### src/rtl/bpc_pkg.sv
// bpc_pkg: shared widths and the unpacker state encoding for the BPC decode path.
package bpc_pkg;
    localparam int BPC_WORD_W    = 64;
    localparam int BPC_WIN_W     = 152;
    localparam int BPC_MAX_WORDS = 8;
    localparam int BPC_MAX_BITS  = BPC_MAX_WORDS * BPC_WORD_W;
    localparam int BPC_BUF_W     = 256;
    typedef enum logic [1:0] {IDLE, ACTIVE, DONE} unpack_state_e;
endpackage

### src/rtl/bpc_stream_unpack_if.sv
// bpc_stream_unpack_if: size/word input handshakes and the code-window port of the unpacker.
interface bpc_stream_unpack_if;
    import bpc_pkg::*;
    logic [10:0]           size_i;
    logic                  size_valid_i;
    logic                  size_ready_o;
    logic [BPC_WORD_W-1:0] data_i;
    logic                  data_valid_i;
    logic                  data_ready_o;
    logic [BPC_WIN_W-1:0]  window_o;
    logic [7:0]            avail_o;
    logic                  win_valid_o;
    logic                  take_i;
    logic [7:0]            consume_i;
    logic                  done_o;
    logic                  err_o;
    modport slave (
        input  size_i, size_valid_i, data_i, data_valid_i, take_i, consume_i,
        output size_ready_o, data_ready_o, window_o, avail_o, win_valid_o, done_o, err_o
    );
    modport master (
        output size_i, size_valid_i, data_i, data_valid_i, take_i, consume_i,
        input  size_ready_o, data_ready_o, window_o, avail_o, win_valid_o, done_o, err_o
    );
endinterface

### src/rtl/bpc_shift_merge.sv
// bpc_shift_merge: left-shifts the bit buffer by the consumed count and ORs a new word in at a bit offset from the top.
module bpc_shift_merge
    import bpc_pkg::*;
(
    input  logic [BPC_BUF_W-1:0]  buf_i,
    input  logic [7:0]            shamt_i,
    input  logic [BPC_WORD_W-1:0] word_i,
    input  logic                  ins_i,
    input  logic [8:0]            off_i,
    output logic [BPC_BUF_W-1:0]  buf_o
);
    always_comb
        buf_o = (buf_i << shamt_i) |
                (ins_i ? ({word_i, {(BPC_BUF_W-BPC_WORD_W){1'b0}}} >> off_i) : '0);
endmodule

### src/rtl/bpc_stream_unpack.sv
// bpc_stream_unpack: turns a sized block of packed 64-bit words into a top-aligned window
// of unconsumed code bits for the BPC symbol decoder.
module bpc_stream_unpack
    import bpc_pkg::*;
(
    input logic                clk,
    input logic                rst,
    bpc_stream_unpack_if.slave bus
);
    unpack_state_e        state_q, state_d;
    logic [BPC_BUF_W-1:0] buf_q, buf_d, merged;
    logic [8:0]           buf_bits_q, buf_bits_d, ins_off;
    logic [9:0]           bits_left_q, bits_left_d, bits_rem, size_clamp, lim;
    logic [3:0]           words_left_q, words_left_d;
    logic                 err_q, err_d, rdy_q;
    logic                 size_hs, accept, take_ok, over, finish, win_valid, data_ready;
    logic [7:0]           avail, cons;

    always_comb begin
        lim        = ({1'b0, buf_bits_q} < bits_left_q) ? {1'b0, buf_bits_q} : bits_left_q;
        avail      = (lim > 10'(BPC_WIN_W)) ? 8'(BPC_WIN_W) : lim[7:0];
        win_valid  = state_q == ACTIVE && bits_left_q != 0 &&
                     (avail == 8'(BPC_WIN_W) || {1'b0, buf_bits_q} >= bits_left_q);
        data_ready = state_q == ACTIVE && words_left_q != 0 &&
                     buf_bits_q <= 9'(BPC_BUF_W - BPC_WORD_W);
        size_hs    = rdy_q & bus.size_valid_i;
        accept     = data_ready & bus.data_valid_i;
        take_ok    = bus.take_i & win_valid;
        over       = take_ok && bus.consume_i > avail;
        cons       = take_ok ? (over ? avail : bus.consume_i) : 8'd0;
        ins_off    = buf_bits_q - {1'b0, cons};
        bits_rem   = bits_left_q - {2'b0, cons};
        finish     = state_q == ACTIVE && bits_rem == 0;
        size_clamp = (bus.size_i > 11'(BPC_MAX_BITS)) ? 10'(BPC_MAX_BITS) : bus.size_i[9:0];
    end

    bpc_shift_merge u_merge (
        .buf_i   (buf_q),
        .shamt_i (cons),
        .word_i  (bus.data_i),
        .ins_i   (accept),
        .off_i   (ins_off),
        .buf_o   (merged)
    );

    // Once the last code bit is gone, pad bits of the final word are dropped with the buffer.
    always_comb begin
        buf_d        = (size_hs || finish) ? '0 : merged;
        buf_bits_d   = (size_hs || finish) ? 9'd0 :
                       ins_off + (accept ? 9'(BPC_WORD_W) : 9'd0);
        bits_left_d  = size_hs ? size_clamp : bits_rem;
        words_left_d = size_hs ? 4'((size_clamp + 10'd63) >> 6) : words_left_q - {3'b0, accept};
        err_d        = size_hs ? bus.size_i > 11'(BPC_MAX_BITS) : err_q | over;
    end

    always_comb
        state_d = state_q == DONE   ? IDLE :
                  state_q == ACTIVE ? (finish ? DONE : ACTIVE) :
                  size_hs           ? (bus.size_i == 0 ? DONE : ACTIVE) : IDLE;

    always_ff @(posedge clk or posedge rst)
        if (rst) begin
            state_q      <= IDLE;
            rdy_q        <= 1'b0;
            buf_q        <= '0;
            buf_bits_q   <= '0;
            bits_left_q  <= '0;
            words_left_q <= '0;
            err_q        <= 1'b0;
        end else begin
            state_q      <= state_d;
            rdy_q        <= state_d == IDLE;
            buf_q        <= buf_d;
            buf_bits_q   <= buf_bits_d;
            bits_left_q  <= bits_left_d;
            words_left_q <= words_left_d;
            err_q        <= err_d;
        end

    always_comb begin
        bus.size_ready_o = rdy_q;
        bus.data_ready_o = data_ready;
        bus.win_valid_o  = win_valid;
        bus.avail_o      = avail;
        bus.window_o     = buf_q[BPC_BUF_W-1 -: BPC_WIN_W] & ~({BPC_WIN_W{1'b1}} >> avail);
        bus.done_o       = state_q == DONE;
        bus.err_o        = err_q;
    end
endmodule
### src/flat_wrapper.sv
// flat-port wrapper written by rule: the top's interface ports become plain ports
module bpc_stream_unpack_flat import bpc_pkg::*;
  (clk, rst, bus_size_i, bus_size_valid_i, bus_data_i, bus_data_valid_i, bus_take_i, bus_consume_i, bus_size_ready_o, bus_data_ready_o, bus_window_o, bus_avail_o, bus_win_valid_o, bus_done_o, bus_err_o);
  bpc_stream_unpack_if bus_i ();
  input logic clk;
  input logic rst;
  input wire logic [$bits(bus_i.size_i)-1:0] bus_size_i;
  input wire logic [$bits(bus_i.size_valid_i)-1:0] bus_size_valid_i;
  input wire logic [$bits(bus_i.data_i)-1:0] bus_data_i;
  input wire logic [$bits(bus_i.data_valid_i)-1:0] bus_data_valid_i;
  input wire logic [$bits(bus_i.take_i)-1:0] bus_take_i;
  input wire logic [$bits(bus_i.consume_i)-1:0] bus_consume_i;
  output wire logic [$bits(bus_i.size_ready_o)-1:0] bus_size_ready_o;
  output wire logic [$bits(bus_i.data_ready_o)-1:0] bus_data_ready_o;
  output wire logic [$bits(bus_i.window_o)-1:0] bus_window_o;
  output wire logic [$bits(bus_i.avail_o)-1:0] bus_avail_o;
  output wire logic [$bits(bus_i.win_valid_o)-1:0] bus_win_valid_o;
  output wire logic [$bits(bus_i.done_o)-1:0] bus_done_o;
  output wire logic [$bits(bus_i.err_o)-1:0] bus_err_o;
  assign bus_i.size_i = bus_size_i;
  assign bus_i.size_valid_i = bus_size_valid_i;
  assign bus_i.data_i = bus_data_i;
  assign bus_i.data_valid_i = bus_data_valid_i;
  assign bus_i.take_i = bus_take_i;
  assign bus_i.consume_i = bus_consume_i;
  assign bus_size_ready_o = bus_i.size_ready_o;
  assign bus_data_ready_o = bus_i.data_ready_o;
  assign bus_window_o = bus_i.window_o;
  assign bus_avail_o = bus_i.avail_o;
  assign bus_win_valid_o = bus_i.win_valid_o;
  assign bus_done_o = bus_i.done_o;
  assign bus_err_o = bus_i.err_o;
  bpc_stream_unpack u_core (.clk(clk), .rst(rst), .bus(bus_i));
endmodule
### config.mk
export PLATFORM = sky130hd
export DESIGN_NAME = bpc_stream_unpack_flat
export DESIGN_NICKNAME = d
export VERILOG_FILES = /design/src/rtl/bpc_pkg.sv /design/src/rtl/bpc_stream_unpack_if.sv /design/src/rtl/bpc_shift_merge.sv /design/src/rtl/bpc_stream_unpack.sv /design/src/flat_wrapper.sv
export SDC_FILE = /design/constraint.sdc
export NUM_CORES = 2
export LEC_CHECK = 0
export BUFFER_PORTS_ARGS = -buffer_cell sky130_fd_sc_hd__buf_2
export CAP_MARGIN = 20
export CORE_ASPECT_RATIO = 1.75
export CORE_UTILIZATION = 30
export CTS_CLUSTER_DIAMETER = 80
export CTS_CLUSTER_SIZE = 10
export DETAILED_ROUTE_END_ITERATION = 8
export MAX_ROUTING_LAYER = met4
export PLACE_DENSITY = 0.49
export SLEW_MARGIN = 20
export SYNTH_ARGS = -nofsm -noshare
export SYNTH_HDL_FRONTEND = slang
export SYNTH_HIERARCHICAL = 1
export SYNTH_SLANG_ARGS = --single-unit
### constraint.sdc
create_clock -name clk -period 8.9 [get_ports clk]
set_input_delay 0.89 -clock clk [delete_from_list [all_inputs] [get_ports clk]]
set_output_delay 0.89 -clock clk [all_outputs]
set_load 0.1 [all_outputs]
==> key figures, run 1 <==
Yosys
  – Avg Cell Area, Syn: 9.018 um2
  – Synthesis-stage register bit count: 283
  – Top FF cell, synth: dfrtp_1
  – Mapped Cells: 5336
  – Number of enable flip-flop cells after synthesis: 0
  – Mapped Area: 0.04812 mm2
  – Top cell type's share of synthesized area: 0.2256
  – Syn nets: 5463
  – Most instantiated cells after synthesis: nand2_1 (534), mux4_2 (482), mux2i_1 (443), nor2_1 (424), mux2_2 (294)
  – Area leader, netlist: mux4_2
  – Async SR Flop Fraction: 1.000
  – Synth cell types: 108
  – Most frequent cell after synthesis: nand2_1
  – Register area share after synthesis: 0.1472
  – Ranking of synthesized cells by area: mux4_2 (23%), dfrtp_1 (15%), mux2i_1 (9.2%), mux2_2 (6.9%), nand2_1 (4.2%)
  – Synth warn: 6

Place
  – RePlAce Congestion: 1.228
  – DP Area: 0.05793 mm2
  – Port Buffers: 252
  – Dpl hpwl: 407.3 mm

Run status
  – Stage reached: 5_1_grt
  – Status: aborted with a tool error
  – Error message: [ERROR GRT-0116] Global routing finished with congestion. Check the congestion regions in the DRC Viewer.

Clock network
  – Clock tree root buffer cell: clkbuf_16
  – Hold buffer count at cts: 0
  – Max Buffers Root-to-Sink: 3
  – PostCTS Resize Cnt: 0
  – Setup bufs post-CTS: 0
  – # clock sinks: 283
  – H-tree depth: 2
  – Total CTS buffers: 42

GRT
  – Largest net degree at the start of global routing: 153
  – GRT Total Usage: 0.7561
  – Global route overflow: 1541
  – Vias in the first global route: 74.17k
  – First-pass GRT wire length: 838.5 mm

Floorplan
  – Die Width: 304.8 um
  – Standard-cell rows: 194
  – Initial Util: 0.3018
  – Io pins: 253
  – Die Span Y: 531.8 um
## through the flow
| stage | instances | util | worst slack (ps) |
|---|---|---|---|
| 4_1_cts | 8116 | 0.3714 | 429.2 |
| 3_5_place_dp | 8048 | 0.3632 | 446.0 |
| 3_3_place_gp | 8047 | 0.3630 | 138.1 |
| 2_1_floorplan | 5336 | - | 202.8 |
## routing by layer
metal,global-route usage,overflow
met1,0.7462,3
met2,0.9389,986
met3,0.5008,31
met4,0.8042,521
met5,-,-
## cell families after synthesis
| logic type | after synthesis | synth area share |
|---|---|---|
| xor+xnor | 17 | 0.003094 |
| buf+inv | 615 | 0.05959 |
| mux | 1233 | 0.3915 |
| flops | 283 | 0.1472 |
| compound gates | 1500 | 0.2253 |
| fa+ha+maj | 39 | 0.01045 |
| simple gates | 1649 | 0.1629 |
==> run 2, diff against run 1 <==
CORE_ASPECT_RATIO = unset   (was 1.75)
CORE_UTILIZATION = 20   (was 30)
CTS_CLUSTER_DIAMETER = unset   (was 80)
CTS_CLUSTER_SIZE = unset   (was 10)
MAX_ROUTING_LAYER = unset   (was met4)
PLACE_DENSITY = unset   (was 0.49)
PLACE_DENSITY_LB_ADDON = 0.15   (was unset)
clock period = 11.55 ns   (was 8.9 ns; I/O delays follow)
==> key figures, run 2 <==
Run status
  – Status: completed

Timing
  – Slew @ Worst Pin: 1348 ps
  – Fmax: 100.4 MHz
  – Setup Viol. Count Final: 0
  – Slew HR: 0.1016
  – Setup Skew: 53.91 ps
  – Final Cycle Share: 0.8620
  – Total negative slack: 0 ps
  – Minimum clock period: 9956 ps
  – Final Hold Fails: 0
  – RSZ-0062 raised after global routing: false
  – Slew Limit Fails: 0

Clock network
  – Setup bufs post-CTS: 0
  – # clock sinks: 283
  – H-tree depth: 2
  – Clock Latency Late Sink: 720 ps
  – CTS tree: built
  – CTS clk-pin slew, worst paths: 60 ps
  – Clock tree root buffer cell: clkbuf_16
  – Max Buffers Root-to-Sink: 3
  – Hold buffer count at cts: 0
  – PostCTS Resize Cnt: 0
  – Total CTS buffers: 46

Drt
  – Routed Antenna Nets: 0
  – Pre-antenna DRT Iters: 7
  – Number of remaining DRC errors: 0
  – Detailed Route WL: 455.7 mm
  – Vias per inst: 6.671
  – Vias: 58.05k
  – Drt initial violations: 10.70k
  – Mean routed wirelength per cell: 52.36 um

Yosys
  – Mapped Cells: 5336
  – Ranking of synthesized cells by area: mux4_2 (23%), dfrtp_1 (15%), mux2i_1 (9.2%), mux2_2 (6.9%), nand2_1 (4.2%)
  – Synth warn: 6
  – Top FF cell, synth: dfrtp_1
  – Area leader, netlist: mux4_2
  – Top cell type's share of synthesized area: 0.2256
  – Syn nets: 5463
  – Mapped Area: 0.04812 mm2
  – Async SR Flop Fraction: 1.000
  – Synthesis-stage register bit count: 283
  – Register area share after synthesis: 0.1472
  – Most instantiated cells after synthesis: nand2_1 (534), mux4_2 (482), mux2i_1 (443), nor2_1 (424), mux2_2 (294)
  – Most frequent cell after synthesis: nand2_1
  – Synth cell types: 108
  – Avg Cell Area, Syn: 9.018 um2
  – Number of enable flip-flop cells after synthesis: 0

Floorplan
  – Io pins: 253
  – Initial Util: 0.2018
  – Full die area: 0.2426 mm2
  – Die Span Y: 492.5 um
  – Die Width: 492.5 um
  – Standard-cell rows: 179
  – Core area: 0.2385 mm2

Final layout
  – Area growth from synthesis to layout: 15.75%
  – Fraction of layout cells with a size suffix above 1: 0.2938
  – Fin area: 0.05570 mm2
  – Largest registers: u_core/buf_q: 256 flops, u_core/bits_left_q: 10 flops, u_core/buf_bits_q: 9 flops
  – Reg with most FFs: u_core/buf_q
  – Final nets: 5539
  – Most frequent cells in the layout: nand2_1 (530), mux4_2 (482), mux2i_1 (433), nor2_1 (397), buf_4 (310)
  – Max reg flops: 256
  – Commonest non-fill, non-tap cell in the layout: nand2_1
  – Final Core Density: 0.2335

Place
  – DP Area: 0.05382 mm2
  – Dpl hpwl: 359.8 mm
  – RePlAce Congestion: 1.109
  – Port Buffers: 252

Critical path
  – Crit Path Class: reg2reg
  – CP Data Required Time: 12160 ps
  – Signal arrival time at the worst endpoint: 10570 ps
  – R2R Path Start: u_core/buf_bits_q[3]$_DFF_PP0_
  – Worst Setup Start Kind: flip-flop
  – Crit Path Max Fanout: 76
  – Worst stage delay on the critical path: 820 ps
  – Critical path's slowest cell: o21ai_0
  – Crit end category: flip-flop
  – Setup crit start: u_core/buf_bits_q[3]$_DFF_PP0_

GRT
  – Largest net degree at the start of global routing: 132
  – Initial antenna violation count: 76
  – GRT Total Usage: 0.3613
  – Vias in the first global route: 53.57k
  – First-pass GRT wire length: 582.3 mm
  – Global route overflow: 0

Hold path
  – Hold Path Class: reg2reg
  – Hold path start: u_core/bus.err_o$_DFF_PP0_

Job
  – Maxcap violations: 0
## run 2: cell counts after synthesis
Identical to the previous run, type by type.
## run 2: cell families (layout without fill, tap and decap cells)
family,after synthesis,after routing,synth area share
other,0,86,0
multiplexers,1233,1233,0.3915
XOR/XNOR,17,17,0.003094
buffers and inverters,615,729,0.05959
adder cells (fa/ha/maj),39,39,0.01045
AO/OA/AOI/OAI,1500,1500,0.2253
AND/OR/NAND/NOR,1649,1649,0.1629
flip-flops,283,283,0.1472
## run 2: worst paths after layout
kind	end	slack [ps]	cells past startpoint
min reg2reg	u_core/bus.err_o$_DFF_PP0_	560	2
max in group asynchronous	u_core/buf_q[68]$_DFF_PP0_	8100	4
min	u_core/bus.err_o$_DFF_PP0_	560	2
min in group asynchronous	u_core/buf_q[227]$_DFF_PP0_	580	2
max	u_core/buf_q[85]$_DFF_PP0_	1590	29
max reg2reg	u_core/buf_q[85]$_DFF_PP0_	1590	29
## run 2: routing by layer
| layer | wire length (um) | track usage | up-vias | part of all wire |
|---|---|---|---|---|
| met5 | 276 | 0.008806 | - | 0.00061 |
| met1 | 185300 | 0.4776 | 30660 | 0.41 |
| li1 | - | - | 21440 | - |
| met4 | 33530 | 0.2236 | 44 | 0.074 |
| met3 | 56450 | 0.1272 | 985 | 0.12 |
| met2 | 180100 | 0.4950 | 4925 | 0.40 |
## run 2: per-stage QoR
stage          hold WS [ps]  setup WS, ps  instances
3_3_place_gp          518.3          1377       8519
2_1_floorplan         533.1          2588       5336
5_1_grt               586.6          1554       8656
3_5_place_dp          541.0          2097       8529
4_1_cts               555.3          2099       8615
6_report              559.8          1594       8703
## run 2: layout make-up
class / count / area [um2]
inverter: 60 / 256.5
multi-input combinational: 4438 / 38570
timing repair buffer: 583 / 3969
tap: 3167 / 3963
sequential: 283 / 7082
clock inverter: 30 / 384.1
fill: 26110 / 182800
clock buffer: 56 / 1259
antenna: 86 / 215.2
## run 2: worst max-delay path: cells and delay by family, from the launching register on
| kind | cells | cell delay [ps] |
|---|---|---|
| buffers and inverters | 6 | 1460 |
| multiplexers | 3 | 1220 |
| adder cells (fa/ha/maj) | 3 | 1020 |
| AO/OA/AOI/OAI | 11 | 3940 |
| flip-flops | 1 | 660 |
| AND/OR/NAND/NOR | 6 | 1410 |
Power of run 2 is left out: the tool's default activity adds up to more than one toggle a clock period on the data nets, which glitch-free logic cannot reach.
